==> src/rtl/q_max_selector.sv <==
// q_max_selector
// Finds the largest IEEE-754 single-precision Q-value in each frame of
// NUM_ACTIONS serially delivered samples and reports it, together with its
// action index, as a one-cycle valid pulse for the loss stage.
//
// Ports:
//   clk            - clock, all state updates on the rising edge
//   rst            - asynchronous active-high reset
//   i_clear        - synchronous abort of a partially received frame
//   i_q_valid      - i_q_value carries a sample this cycle (always accepted)
//   i_q_value      - Q-value, delivered in action order 0..NUM_ACTIONS-1
//   o_q_max        - maximum Q-value of the last completed frame
//   o_action_idx   - action index of o_q_max within its frame
//   o_q_max_valid  - one-cycle pulse marking a freshly completed frame
module q_max_selector #(
  parameter int DATA_WIDTH  = 32,
  parameter int NUM_ACTIONS = 4,
  parameter int IDX_WIDTH   = 2
) (
  input  logic                  clk,
  input  logic                  rst,
  input  logic                  i_clear,
  input  logic                  i_q_valid,
  input  logic [DATA_WIDTH-1:0] i_q_value,
  output logic [DATA_WIDTH-1:0] o_q_max,
  output logic [IDX_WIDTH-1:0]  o_action_idx,
  output logic                  o_q_max_valid
);

  localparam int MANT_WIDTH = 23;
  localparam int EXP_WIDTH  = DATA_WIDTH - 1 - MANT_WIDTH;
  localparam logic [IDX_WIDTH-1:0] LAST_IDX = IDX_WIDTH'(NUM_ACTIONS - 1);

  // The frame position alone tells whether a frame is in progress.
  typedef enum logic {
    IDLE,
    ACC
  } state_e;

  logic [IDX_WIDTH-1:0]  cnt_q,      cnt_d;
  logic [DATA_WIDTH-1:0] run_max_q,  run_max_d;
  logic [IDX_WIDTH-1:0]  run_idx_q,  run_idx_d;
  logic [DATA_WIDTH-1:0] q_max_q,    q_max_d;
  logic [IDX_WIDTH-1:0]  idx_q,      idx_d;
  logic                  valid_q,    valid_d;

  state_e               state;
  state_e               state_eff;
  logic [IDX_WIDTH-1:0] cnt_eff;
  logic                 take;

  // Strict floating-point greater-than. A NaN candidate never wins; two zeros
  // of either sign are equal; otherwise sign decides, then magnitude, with the
  // magnitude order inverted for negative numbers.
  function automatic logic gt(input logic [DATA_WIDTH-1:0] a,
                              input logic [DATA_WIDTH-1:0] b);
    logic a_nan;
    logic a_neg;
    logic b_neg;
    logic [DATA_WIDTH-2:0] a_mag;
    logic [DATA_WIDTH-2:0] b_mag;
    a_neg = a[DATA_WIDTH-1];
    b_neg = b[DATA_WIDTH-1];
    a_mag = a[DATA_WIDTH-2:0];
    b_mag = b[DATA_WIDTH-2:0];
    a_nan = (&a[DATA_WIDTH-2:MANT_WIDTH]) && (|a[MANT_WIDTH-1:0]);
    if (a_nan) begin
      gt = 1'b0;
    end else if ((a_mag == '0) && (b_mag == '0)) begin
      gt = 1'b0;
    end else if (a_neg != b_neg) begin
      gt = !a_neg;
    end else if (!a_neg) begin
      gt = (a_mag > b_mag);
    end else begin
      gt = (a_mag < b_mag);
    end
  endfunction

  assign state = (cnt_q == '0) ? IDLE : ACC;

  // State, running max and output registers.
  always_ff @(posedge clk or posedge rst) begin
    if (rst) begin
      cnt_q     <= '0;
      run_max_q <= '0;
      run_idx_q <= '0;
      q_max_q   <= '0;
      idx_q     <= '0;
      valid_q   <= 1'b0;
    end else begin
      cnt_q     <= cnt_d;
      run_max_q <= run_max_d;
      run_idx_q <= run_idx_d;
      q_max_q   <= q_max_d;
      idx_q     <= idx_d;
      valid_q   <= valid_d;
    end
  end

  // Next-state logic. A clear makes the current cycle behave as if no frame
  // were in progress, so a sample arriving with it becomes action 0.
  always_comb begin
    cnt_d     = cnt_q;
    run_max_d = run_max_q;
    run_idx_d = run_idx_q;
    q_max_d   = q_max_q;
    idx_d     = idx_q;
    valid_d   = 1'b0;
    state_eff = i_clear ? IDLE : state;
    cnt_eff   = i_clear ? '0 : cnt_q;
    take      = gt(i_q_value, run_max_q);

    if (i_clear) begin
      cnt_d = '0;
    end

    if (i_q_valid) begin
      case (state_eff)
        IDLE: begin
          run_max_d = i_q_value;
          run_idx_d = '0;
          cnt_d     = IDX_WIDTH'(1);
        end
        ACC: begin
          if (cnt_eff == LAST_IDX) begin
            q_max_d = take ? i_q_value : run_max_q;
            idx_d   = take ? cnt_eff : run_idx_q;
            valid_d = 1'b1;
            cnt_d   = '0;
          end else begin
            if (take) begin
              run_max_d = i_q_value;
              run_idx_d = cnt_eff;
            end
            cnt_d = cnt_eff + IDX_WIDTH'(1);
          end
        end
        default: begin
          cnt_d = '0;
        end
      endcase
    end
  end

  assign o_q_max       = q_max_q;
  assign o_action_idx  = idx_q;
  assign o_q_max_valid = valid_q;

endmodule

==> config.mk <==
export PLATFORM = sky130hd
export DESIGN_NAME = q_max_selector
export DESIGN_NICKNAME = d
export VERILOG_FILES = /design/src/rtl/q_max_selector.sv
export SDC_FILE = /design/constraint.sdc
export NUM_CORES = 1
export LEC_CHECK = 0
export ABC_AREA = 1
export BUFFER_PORTS_ARGS = -buffer_cell sky130_fd_sc_hd__buf_2
export CORE_MARGIN = 2
export CORE_UTILIZATION = 30
export CTS_BUF_LIST = sky130_fd_sc_hd__clkbuf_4
export DETAILED_ROUTE_END_ITERATION = 7
export PLACE_DENSITY = 0.57
export SYNTH_ARGS = -nofsm -noshare
export SYNTH_HDL_FRONTEND = slang
export SYNTH_SLANG_ARGS = --single-unit
==> constraint.sdc <==
create_clock -name clk -period 2.25 [get_ports clk]
set_clock_uncertainty 0.15 [all_clocks]
set_input_delay 0.225 -clock clk [delete_from_list [all_inputs] [get_ports clk]]
set_output_delay 0.225 -clock clk [all_outputs]
set_load 0.02 [all_outputs]
==> results.md <==
- RSZ-0062 raised after global routing: true
- Hold Fails Final Rpt: 0
- Worst Hold Class: input port to flip-flop
- Core area: 0.0158 mm^2
- CP max FO: 5
- FP Rows: 46
- Worst slew pin tran: 0.718 ns
- Clock Latency Late Sink: 0.47 ns
- Starting Density: 30.4%
- Synthesis Warnings: 0
- Port bufs: 70
- Hold Crit Depth: 5
- Max-cap viol count: 0
- Failing checks: setup timing
- Detailed Routing Iterations Pass 1: 7
- Post-DP HPWL: 9690 um
- GP Congestion: 0.851
- Mapped cell area: 0.00479 mm^2
- Area Growth Syn to Fin: 50.9%
- Routed Antenna Nets: 0
- Max_slew headroom: 52.1%
- Asr flop ratio synth: 100%
- Root Driver: clkbuf_4
- Die width: 130 um
- # DRC: 0
- WP depth: 18
- P_leak: 0.00396 uW
- Via count: 5195
- Critical Path Max Stage Delay: 0.43 ns
- CP most frequent cell: nand2_1
- Syn avg cell area: 6.73 um^2
- Clock period minus final worst setup slack: 2.45 ns
- Die extent in y: 130 um
- Most frequent cells in the layout: nand2_1, buf_4, dfrtp_1
- Primary FF master, synth: dfrtp_1
- R2r worst-path depth: 18
- Layout cell share with drive strength beyond 1: 34.2%
- Synth area leaders: dfrtp_1, nand2_1, ha_1
- Post-DP Area: 0.00591 mm^2
- Total track usage: 17.8%
- Buf/Inv on CP: 3
- DIE AREA: 0.0170 mm^2
- CP delay by family, top: simple AND/OR/NAND/NOR gates
- Final Cycle Share: 109%
- Worst-path clk slew: 0.13 ns
- CP endpoint kind: flip-flop
- Global-route wire length before repair: 23500 um
- Vias in the first global route: 4749
- CTS tree: done
- Cell chain of the critical path: inv_2, ha_4, nand2_2, nand2_1, nand2_1, nand2_2, a21oi_2, nand2_1, nand2_1, nand2_2, a21oi_4, buf_6, nand2_8, buf_12, nand2_4, nand3_1, nand2_1, nand2_1
- Worst path required time: 2.46 ns
- Fmax: 408 MHz
- Sequential fraction of the synthesis area: 37.1%
- Clk buf depth: 2
- Syn nets: 780
- Yosys cell types: 27
- IO Pins: 71
- Congestion Overflow GR: 0
- Fin Hold WS: 0.00810 ns
- Fin area: 0.00723 mm^2
- Post-synth EDFFs: 0
- Maximum resistive drop on vdd: 0.277 mV
- Cells after Synth: 712
- CTS H-tree depth: 3
- Synth top area share: 37.1%
- Final setup viols: 66
- Power Dens Cells: 674 mW/mm^2
- Leading cell type in the layout, fill and taps excluded: nand2_1
- FF+latch count, synth: 71
- Pin count of the biggest net entering global routing: 72
- Via/cell ratio: 4.69
- Post-synth top area cell: dfrtp_1
- Startpoint Class: flip-flop
- N_diodes: 0
- Total CTS buffers: 9
- Number of antenna violations at the first check in global routing: 0
- Arr. time, crit path: 2.66 ns
- Wire length per cell: 14.1 um
- Worst path slowest cell: dfrtp_1
- Final Slew Violations: 0
- Final nets: 955
- DRT iter0 DRCs: 434
- Routed WL: 15700 um
- PnR worst setup slack: -0.201 ns
- Status: complete, but fails checks
- CTS sink cnt: 71
- Critical path type: flip-flop to flip-flop
[power by group]
| group | internal (uW) | total [uW] | switching (uW) |
|---|---|---|---|
| Clock | 449 | 959 | 510 |
| Sequential | 1420 | 1520 | 93.2 |
| Combinational | 1110 | 2390 | 1280 |
| Total | 2990 | 4870 | 1890 |
[repair_timing]
action,in CTS,in global routing
cloned,2,3
hold endpoints to repair,100,0
buffers inserted,8,20
pin swaps,0,35
setup endpoints to repair,66,67
resized for setup,19,115
hold buffers,20,0
[sequential cells by signal, indices dropped and copies added (netlist names)]
name / cells
o_q_max: 32
run_max_q: 32
cnt_q: 2
o_action_idx: 2
run_idx_q: 2
o_q_max_valid: 1
[path summary, 6_finish.rpt]
path                          startpoint      endpoint  slack [ns]
min reg2reg                   o_q_max[8]    o_q_max[8]        0.33
max in group asynchronous            rst    o_q_max[0]        1.37
min in group asynchronous            rst  run_max_q[8]        0.23
max                         run_max_q[8]  run_max_q[1]       -0.20
min                        i_q_value[16]   o_q_max[16]       0.008
max reg2reg                 run_max_q[8]  run_max_q[1]       -0.20
[cell usage after synthesis, types with 2 or more instances]
cell type and instances:
nor3_2 2, nand2_4 2, nand2_1 310, inv_1 88, a21oi_1 41, dfrtp_1 71, nand4_1 19, nand2_2 2
buf_4 6, o21ai_0 3, nand3_1 78, ha_1 32, nor4_1 2, clkbuf_1 17, buf_6 3, inv_2 3
nor2_1 19, a21o_1 2, nor2_2 4
[cells by family after synthesis]
logic type | after synthesis | share of synthesized area [%]
simple gates | 438 | 38.3
fa+ha+maj | 32 | 8.36
flops | 71 | 37.1
xor+xnor | 1 | 0.183
buf+inv | 120 | 10.4
compound gates | 50 | 5.67
[metal layers]
| layer | wire [um] | GRT usage [%] | up-vias |
|---|---|---|---|
| met5 | 0 | 0 | - |
| met4 | 367 | 4.69 | 0 |
| met3 | 772 | 3.42 | 29 |
| met2 | 7320 | 28.9 | 141 |
| met1 | 7200 | 24.6 | 2418 |
| li1 | - | - | 2607 |
[stage by stage]
step                power [uW]  worst slack [ns]  TNS [ns]  std cells  util, %
finish                    4870            -0.201    -10.41       1108     45.8
global route              5200            -0.353    -20.03       1108     45.8
CTS                       4340            -0.105     -5.08       1085     40.9
detailed placement        3210            -0.115     -5.11       1039     37.5
global placement          3210           -0.0672     -3.04       1039     37.5
floorplan                 2560            0.0784         0        712        -
[layout make-up]
type                       count  area [um^2]
tap                          216          270
inverter                      92          349
fill                        1636         8540
clock buffer                  10         75.1
multi-input combinational    521         3140
timing repair buffer         192         1540
clock inverter                 6         75.1
sequential                    71         1780
[worst register-to-register path, cell delays in order, from the launching register on]
cell and delay, ns:
dfrtp_1 0.43, inv_2 0.09, ha_4 0.20, nand2_2 0.05, nand2_1 0.04, nand2_1 0.06, nand2_2 0.07, a21oi_2 0.20
nand2_1 0.08, nand2_1 0.08, nand2_2 0.07, a21oi_4 0.17, buf_6 0.14, nand2_8 0.08, buf_12 0.16, nand2_4 0.06
nand3_1 0.07, nand2_1 0.08, nand2_1 0.05
No activity file was read; power rests on OpenSTA's default activity.
